==> src/rtl/adc_readout_pkg.sv <==
// Shared types and default parameters for the ADC readout controller.
// The FSM state encoding and the buffered pixel entry are defined here.
package adc_readout_pkg;

  localparam int DEF_DATA_W       = 16;
  localparam int DEF_CNV_CYCLES   = 4;
  localparam int DEF_SCLK_DIV     = 2;
  localparam int DEF_BUSY_TIMEOUT = 256;
  localparam int DEF_FIFO_DEPTH   = 8;
  localparam int COORD_W          = 12;

  typedef enum logic [2:0] {
    IDLE,
    CONVERT,
    WAIT_BUSY,
    SHIFT,
    PUSH
  } state_e;

  // The data field is sized at the default sample width; the top narrows or
  // widens it to DATA_W at the FIFO boundary.
  typedef struct packed {
    logic [DEF_DATA_W-1:0] data;
    logic [COORD_W-1:0]    row;
    logic [COORD_W-1:0]    col;
    logic                  sof;
    logic                  eol;
    logic                  eof;
  } pix_entry_t;

  // Returns {eof, eol} for a pixel against the ROI end bounds.
  function automatic logic [1:0] roi_markers(input logic [COORD_W-1:0] row,
                                             input logic [COORD_W-1:0] col,
                                             input logic [COORD_W-1:0] row_end,
                                             input logic [COORD_W-1:0] col_end);
    logic eol;
    eol = (col == col_end);
    return {eol && (row == row_end), eol};
  endfunction

endpackage

==> src/rtl/adc_readout_ctrl_fifo.sv <==
// Synchronous FIFO for tagged pixel entries; head is shown combinationally
// and a simultaneous write and read always both succeed, even when full.
module pix_sync_fifo #(
  parameter int  DEPTH   = 8,
  parameter type entry_t = logic [7:0]
) (
  input  logic   clk,
  input  logic   rst,
  input  logic   wr_en,
  input  entry_t wr_data,
  input  logic   rd_en,
  output entry_t rd_data,
  output logic   full,
  output logic   empty
);

  localparam int PTR_W = (DEPTH > 1) ? $clog2(DEPTH) : 1;
  localparam int CNT_W = $clog2(DEPTH + 1);

  entry_t           mem [DEPTH];
  logic [PTR_W-1:0] wr_ptr;
  logic [PTR_W-1:0] rd_ptr;
  logic [CNT_W-1:0] count;
  logic             do_wr;
  logic             do_rd;

  function automatic logic [PTR_W-1:0] next_ptr(input logic [PTR_W-1:0] p);
    return (p == PTR_W'(DEPTH - 1)) ? '0 : p + 1'b1;
  endfunction

  assign do_rd = rd_en && !empty;
  // A read frees the slot the write lands in, so a full FIFO still accepts.
  assign do_wr = wr_en && (!full || do_rd);

  assign full    = (count == CNT_W'(DEPTH));
  assign empty   = (count == '0);
  assign rd_data = empty ? '0 : mem[rd_ptr];

  // NOTE: sequential state is updated with <= so every flop samples pre-edge values.
  always_ff @(posedge clk) begin
    if (rst) begin
      wr_ptr <= '0;
      rd_ptr <= '0;
      count  <= '0;
    end else begin
      if (do_wr) wr_ptr <= next_ptr(wr_ptr);
      if (do_rd) rd_ptr <= next_ptr(rd_ptr);
      case ({do_wr, do_rd})
        2'b10:   count <= count + 1'b1;
        2'b01:   count <= count - 1'b1;
        default: count <= count;
      endcase
    end
  end

  // NOTE: storage is not reset; the pointers and count define which words are live.
  always_ff @(posedge clk) begin
    if (do_wr) mem[wr_ptr] <= wr_data;
  end

endmodule

==> src/rtl/adc_readout_ctrl.sv <==
// Pixel ADC readout: converts on trigger, shifts the sample in over a serial
// link and buffers it with its row/column tag and frame markers.
module adc_readout_ctrl
  import adc_readout_pkg::*;
#(
  parameter int DATA_W       = DEF_DATA_W,
  parameter int CNV_CYCLES   = DEF_CNV_CYCLES,
  parameter int SCLK_DIV     = DEF_SCLK_DIV,
  parameter int BUSY_TIMEOUT = DEF_BUSY_TIMEOUT,
  parameter int FIFO_DEPTH   = DEF_FIFO_DEPTH
) (
  input  logic               clk,
  input  logic               rst,
  input  logic               frame_busy,
  input  logic               adc_start_trigger,
  input  logic [COORD_W-1:0] row_addr,
  input  logic [COORD_W-1:0] col_addr,
  input  logic [COORD_W-1:0] row_end,
  input  logic [COORD_W-1:0] col_end,
  output logic               adc_cnv,
  input  logic               adc_busy,
  output logic               adc_sclk,
  input  logic               adc_sdo,
  output logic               pix_valid,
  input  logic               pix_ready,
  output logic [DATA_W-1:0]  pix_data,
  output logic [COORD_W-1:0] pix_row,
  output logic [COORD_W-1:0] pix_col,
  output logic               pix_sof,
  output logic               pix_eol,
  output logic               pix_eof,
  output logic               trig_miss_err,
  output logic               overrun_err,
  output logic               timeout_err,
  input  logic               err_clr
);

  localparam int CNT_W = $clog2(BUSY_TIMEOUT + CNV_CYCLES + SCLK_DIV + 1);
  localparam int BIT_W = $clog2(DATA_W + 1);

  state_e             state;
  logic [CNT_W-1:0]   cnt;
  logic [BIT_W-1:0]   bit_cnt;
  logic [DATA_W-1:0]  shift_reg;
  logic [COORD_W-1:0] row_q;
  logic [COORD_W-1:0] col_q;
  logic               wr_req;
  pix_entry_t         wr_entry;
  pix_entry_t         rd_entry;
  logic               fifo_full;
  logic               fifo_empty;
  logic               fifo_rd;
  logic               frame_busy_d;
  logic               sof_pending;
  logic [1:0]         markers;
  logic               trig_miss_evt;
  logic               timeout_evt;
  logic               overrun_evt;

  assign markers       = roi_markers(row_q, col_q, row_end, col_end);
  assign trig_miss_evt = adc_start_trigger && (state != IDLE);
  assign timeout_evt   = (state == WAIT_BUSY) && adc_busy && (cnt == CNT_W'(BUSY_TIMEOUT - 1));
  assign fifo_rd       = pix_valid && pix_ready;
  assign overrun_evt   = wr_req && fifo_full && !fifo_rd;

  always_ff @(posedge clk) begin
    if (rst) begin
      state     <= IDLE;
      cnt       <= '0;
      bit_cnt   <= '0;
      shift_reg <= '0;
      row_q     <= '0;
      col_q     <= '0;
      adc_cnv   <= 1'b0;
      adc_sclk  <= 1'b0;
      wr_req    <= 1'b0;
      wr_entry  <= '0;
    end else begin
      wr_req <= 1'b0;
      case (state)
        IDLE: begin
          if (adc_start_trigger) begin
            row_q   <= row_addr;
            col_q   <= col_addr;
            cnt     <= '0;
            adc_cnv <= 1'b1;
            state   <= CONVERT;
          end
        end
        CONVERT: begin
          if (cnt == CNT_W'(CNV_CYCLES - 1)) begin
            adc_cnv <= 1'b0;
            cnt     <= '0;
            state   <= WAIT_BUSY;
          end else begin
            cnt <= cnt + 1'b1;
          end
        end
        WAIT_BUSY: begin
          if (!adc_busy) begin
            cnt      <= '0;
            bit_cnt  <= '0;
            adc_sclk <= 1'b0;
            state    <= SHIFT;
          end else if (timeout_evt) begin
            cnt   <= '0;
            state <= IDLE;
          end else begin
            cnt <= cnt + 1'b1;
          end
        end
        SHIFT: begin
          // Each half-period lasts SCLK_DIV cycles; sdo is captured on the rising edge.
          if (cnt == CNT_W'(SCLK_DIV - 1)) begin
            cnt <= '0;
            if (!adc_sclk) begin
              adc_sclk  <= 1'b1;
              shift_reg <= {shift_reg[DATA_W-2:0], adc_sdo};
            end else begin
              adc_sclk <= 1'b0;
              if (bit_cnt == BIT_W'(DATA_W - 1)) begin
                state <= PUSH;
              end else begin
                bit_cnt <= bit_cnt + 1'b1;
              end
            end
          end else begin
            cnt <= cnt + 1'b1;
          end
        end
        PUSH: begin
          wr_req   <= 1'b1;
          wr_entry <= '{data: DEF_DATA_W'(shift_reg), row: row_q, col: col_q,
                        sof: sof_pending, eol: markers[0], eof: markers[1]};
          state    <= IDLE;
        end
        default: state <= IDLE;
      endcase
    end
  end

  // A new frame edge in the same cycle as a push re-arms sof for the next frame.
  always_ff @(posedge clk) begin
    if (rst) begin
      frame_busy_d <= 1'b0;
      sof_pending  <= 1'b0;
    end else begin
      frame_busy_d <= frame_busy;
      if (frame_busy && !frame_busy_d) sof_pending <= 1'b1;
      else if (state == PUSH)          sof_pending <= 1'b0;
    end
  end

  always_ff @(posedge clk) begin
    if (rst) begin
      trig_miss_err <= 1'b0;
      overrun_err   <= 1'b0;
      timeout_err   <= 1'b0;
    end else begin
      trig_miss_err <= (trig_miss_err && !err_clr) || trig_miss_evt;
      overrun_err   <= (overrun_err   && !err_clr) || overrun_evt;
      timeout_err   <= (timeout_err   && !err_clr) || timeout_evt;
    end
  end

  pix_sync_fifo #(
    .DEPTH   (FIFO_DEPTH),
    .entry_t (pix_entry_t)
  ) u_fifo (
    .clk     (clk),
    .rst     (rst),
    .wr_en   (wr_req),
    .wr_data (wr_entry),
    .rd_en   (fifo_rd),
    .rd_data (rd_entry),
    .full    (fifo_full),
    .empty   (fifo_empty)
  );

  assign pix_valid = !fifo_empty;
  assign pix_data  = DATA_W'(rd_entry.data);
  assign pix_row   = rd_entry.row;
  assign pix_col   = rd_entry.col;
  assign pix_sof   = rd_entry.sof;
  assign pix_eol   = rd_entry.eol;
  assign pix_eof   = rd_entry.eof;

endmodule

==> config.mk <==
export PLATFORM = sky130hd
export DESIGN_NAME = adc_readout_ctrl
export DESIGN_NICKNAME = d
export VERILOG_FILES = /design/src/rtl/adc_readout_pkg.sv /design/src/rtl/adc_readout_ctrl_fifo.sv /design/src/rtl/adc_readout_ctrl.sv
export SDC_FILE = /design/constraint.sdc
export NUM_CORES = 1
export LEC_CHECK = 0
export ABC_AREA = 1
export ABC_CLOCK_PERIOD_IN_PS = 4300
export CAP_MARGIN = 0
export CELL_PAD_IN_SITES_DETAIL_PLACEMENT = 1
export CELL_PAD_IN_SITES_GLOBAL_PLACEMENT = 1
export CORE_MARGIN = 1
export CORE_UTILIZATION = 35
export DETAILED_ROUTE_END_ITERATION = 8
export PLACE_DENSITY = 0.72
export SYNTH_ARGS = -nofsm -noshare
export SYNTH_HDL_FRONTEND = slang
export SYNTH_SLANG_ARGS = --single-unit
==> constraint.sdc <==
create_clock -name clk -period 4.3 [get_ports clk]
set_input_delay 0.86 -clock clk [delete_from_list [all_inputs] [get_ports clk]]
set_output_delay 0.86 -clock clk [all_outputs]
set_load 0.005 [all_outputs]
==> key figures <==
Synthesis
  – FF+latch count, synth: approximately 470
  – Top cells by area, synth: edfxtp_1, dfxtp_1, nor2_1
  – Synth Instances: 1,738
  – Dominant cell type by area after synthesis: edfxtp_1
  – Top_reg_cell synth: edfxtp_1
  – Ys async rst share: 0
  – Post-Syn Nets: approximately 1.8k
  – Synth warn: 0
  – Top cell type's share of synthesized area: 0.558
  – Post-synth EDFFs: ~340
  – Most common cell in the netlist: nor2_1
  – Synth cell types: 34
  – Post-synthesis sequential area ratio: 0.689
  – Syn Std Cell Area: around 0.019 mm2
  – Most frequent cells after synthesis: nor2_1, edfxtp_1, o21ai_0
  – Post-synthesis average cell area: 10.7 um2

Power and ir drop
  – Sw Pwr: ~4.4 mW
  – Combinational share of power: 0.314
  – Clk pwr share: 0.303
  – Leakage: around 8.4 nW
  – Switch share: 0.326
  – Pint: ~9.1 mW
  – Seq pwr share: 0.383
  – Peak VDD IR: around 0.0004 V
  – Power Dens Cells: between 600 and 700 mW/mm2

CTS
  – Clock Tree Root: clkbuf_16
  – Clk buf depth: 3
  – TritonCTS clock tree: built
  – H-tree depth: 2
  – Worst skew pair latency: approximately 0.58 ns
  – Setup Buffers After CTS: 0
  – CTS Buf Count: 48
  – PostCTS Resize Cnt: 0
  – Clock-pin slew on the worst setup and hold paths: around 0.060 ns
  – Number of hold buffers added after cts: 0
  – Clock Sinks: 465

Global routing
  – Vias in the first global route: between 10k and 15k
  – Largest net degree at the start of global routing: around 170
  – Global-route wire length before repair: ~75,000 um
  – GRT overflow: 0
  – Initial antenna violation count: 0
  – Total GRT Usage: 0.180

Flow run
  – Max-capacitance violation count: 0

Run status
  – Outcome: finished, final reports clean

Route
  – DRC: 0
  – Vias: around 13k
  – Via-to-Cell Ratio: approximately 5
  – Initial DRC count: 800
  – Wire per inst: around 19 um
  – Total Wirelength: between 40,000 and 50,000 um
  – TritonRoute pass-1 iters: 5
  – Routed Antenna Nets: 0

Critical path
  – WP data required: roughly 3.4 ns
  – Startpoint class of the critical path: flip-flop
  – Critical path type: flip-flop to output pin
  – Max FO, Critical Path: between 80 and 90
  – CP Capture Type: output pin
  – CP arrival: approximately 3.2 ns

Final layout
  – Layout Nets: between 1.5k and 2k
  – Number of flip-flops in the largest register: roughly 340
  – # diodes: 0
  – Area delta synth->final: 18.3%
  – Share of cells above drive strength 1: 0.0672
  – Final Cell Area: roughly 0.022 mm2

Timing
  – FMAX: 248 MHz
  – Final Hold Viols: 0
  – Final setup fails: 0
  – Skew final: 0.0131 ns
  – RSZ-0062 raised after global routing: false
  – Period utilisation layout: 0.936
  – Worst Tran Pin Value: about 0.87 ns
  – Minimum clock period after layout: 4.02 ns
  – Final setup TNS: 0 ns
  – Slew Limit Fails: 0
  – Slew headroom: 0.420

Placement
  – DP Area: about 0.02 mm2
  – GPL Wtd Cong: 0.773
  – HPWL after DPL: 29,700 um
  – PortBufs: ~100

Die
  – Die width: ~230 um
  – Row count: 83
  – Die ar.: between 0.05 and 0.06 mm2
  – Core area: approximately 0.052 mm2
  – Die Y: between 200 and 250 um
  – Top Ports: 105
  – Initial Utilization: 0.357

Min path
  – Hold Crit Class: flip-flop to flip-flop
[layout by cell type, fill, tap and decap left out, types with 2 or more instances in the layout]
cell type	count
a21oi_1	69
buf_12	6
buf_4	22
bufinv_16	3
clkbuf_1	9
clkbuf_16	51
clkbuf_8	2
clkdlybuf4s50_1	104
clkinv_1	9
clkinv_2	9
clkinv_4	3
clkinvlp_4	2
dfxtp_1	118
dfxtp_4	2
edfxtp_1	344
ha_1	12
inv_1	84
inv_2	4
inv_4	2
nand2_1	136
nand3_1	17
nand3_2	2
nand4_1	7
nor2_1	456
nor2_2	3
nor2_4	9
nor3_1	3
o211ai_1	2
o21ai_0	277
o21ai_1	34
o32ai_1	43
xnor2_1	4
xor2_1	4
[worst max-delay path, cell delays in order (launching register included)]
cell	delay, ns
dfxtp_4	0.89
buf_4	0.44
o21ai_0	0.18
o21ai_1	0.22
o21ai_0	0.12
nor2_1	0.17
clkdlybuf4s50_1	0.53
[per-stage QoR]
stage | instances | setup slack, ns | hold slack (ns) | power [mW] | util
2_1_floorplan | 1738 | 0.743 | 0.445 | 7.48 | -
3_3_place_gp | 2453 | 0.937 | 0.453 | 9.41 | 0.393
3_5_place_dp | 2453 | 0.831 | 0.461 | 9.55 | 0.393
4_1_cts | 2541 | 0.209 | 0.475 | 13.7 | 0.423
5_1_grt | 2541 | 0.0343 | 0.504 | 14.3 | 0.423
6_report | 2541 | 0.276 | 0.471 | 13.5 | 0.423
[cell type report]
cell class                      count  area, um2
Sequential cell                   465      12800
Multi-Input combinational cell   1086       5090
Clock inverter                     26        210
Clock buffer                       62       1340
Fill cell                        5629      29900
Tap cell                          680        851
Inverter                           90        343
Timing Repair Buffer              132       1330
[power by group through the flow]
stage	clock, mW	sequential, mW	combinational (mW)
after floorplan	0	5.17	2.31
after global placement	0	5.26	4.15
after detailed placement	0	5.28	4.28
after CTS	4.19	5.18	4.33
after global routing	4.34	5.21	4.72
final	4.09	5.18	4.24
[layer usage]
metal  part of all wire  routed length (um)  vias up  track usage
met5                  0                   0        -            0
met4              0.017                 829        0       0.0469
met3              0.047                2250       69       0.0293
met2               0.49               23700      266        0.310
met1               0.44               21500     6400        0.234
li1                   -                   -     6180            -
[cells by family (layout without fill, tap and decap cells)]
family,after synthesis,in the layout,synth area share
and+or+nand+nor,639,639,0.135
adders and majority gates,12,12,0.00811
DFF,465,465,0.689
AOI/OAI and AO/OA,427,427,0.125
buffers and inverters,187,310,0.0402
xor gates and xnor gates,8,8,0.00378
[path summary, 6_finish.rpt]
path                                 startpoint               to  slack, ns  cells after the start
worst max-delay path                  flip-flop          pix_sof       0.28                      6
worst min register to register      overrun_err      overrun_err       0.47                      2
worst max register to register  u_fifo.count[0]  u_fifo.count[2]       1.59                     11
worst min-delay path                overrun_err      overrun_err       0.47                      2
Power figures use the tool's default switching activity.
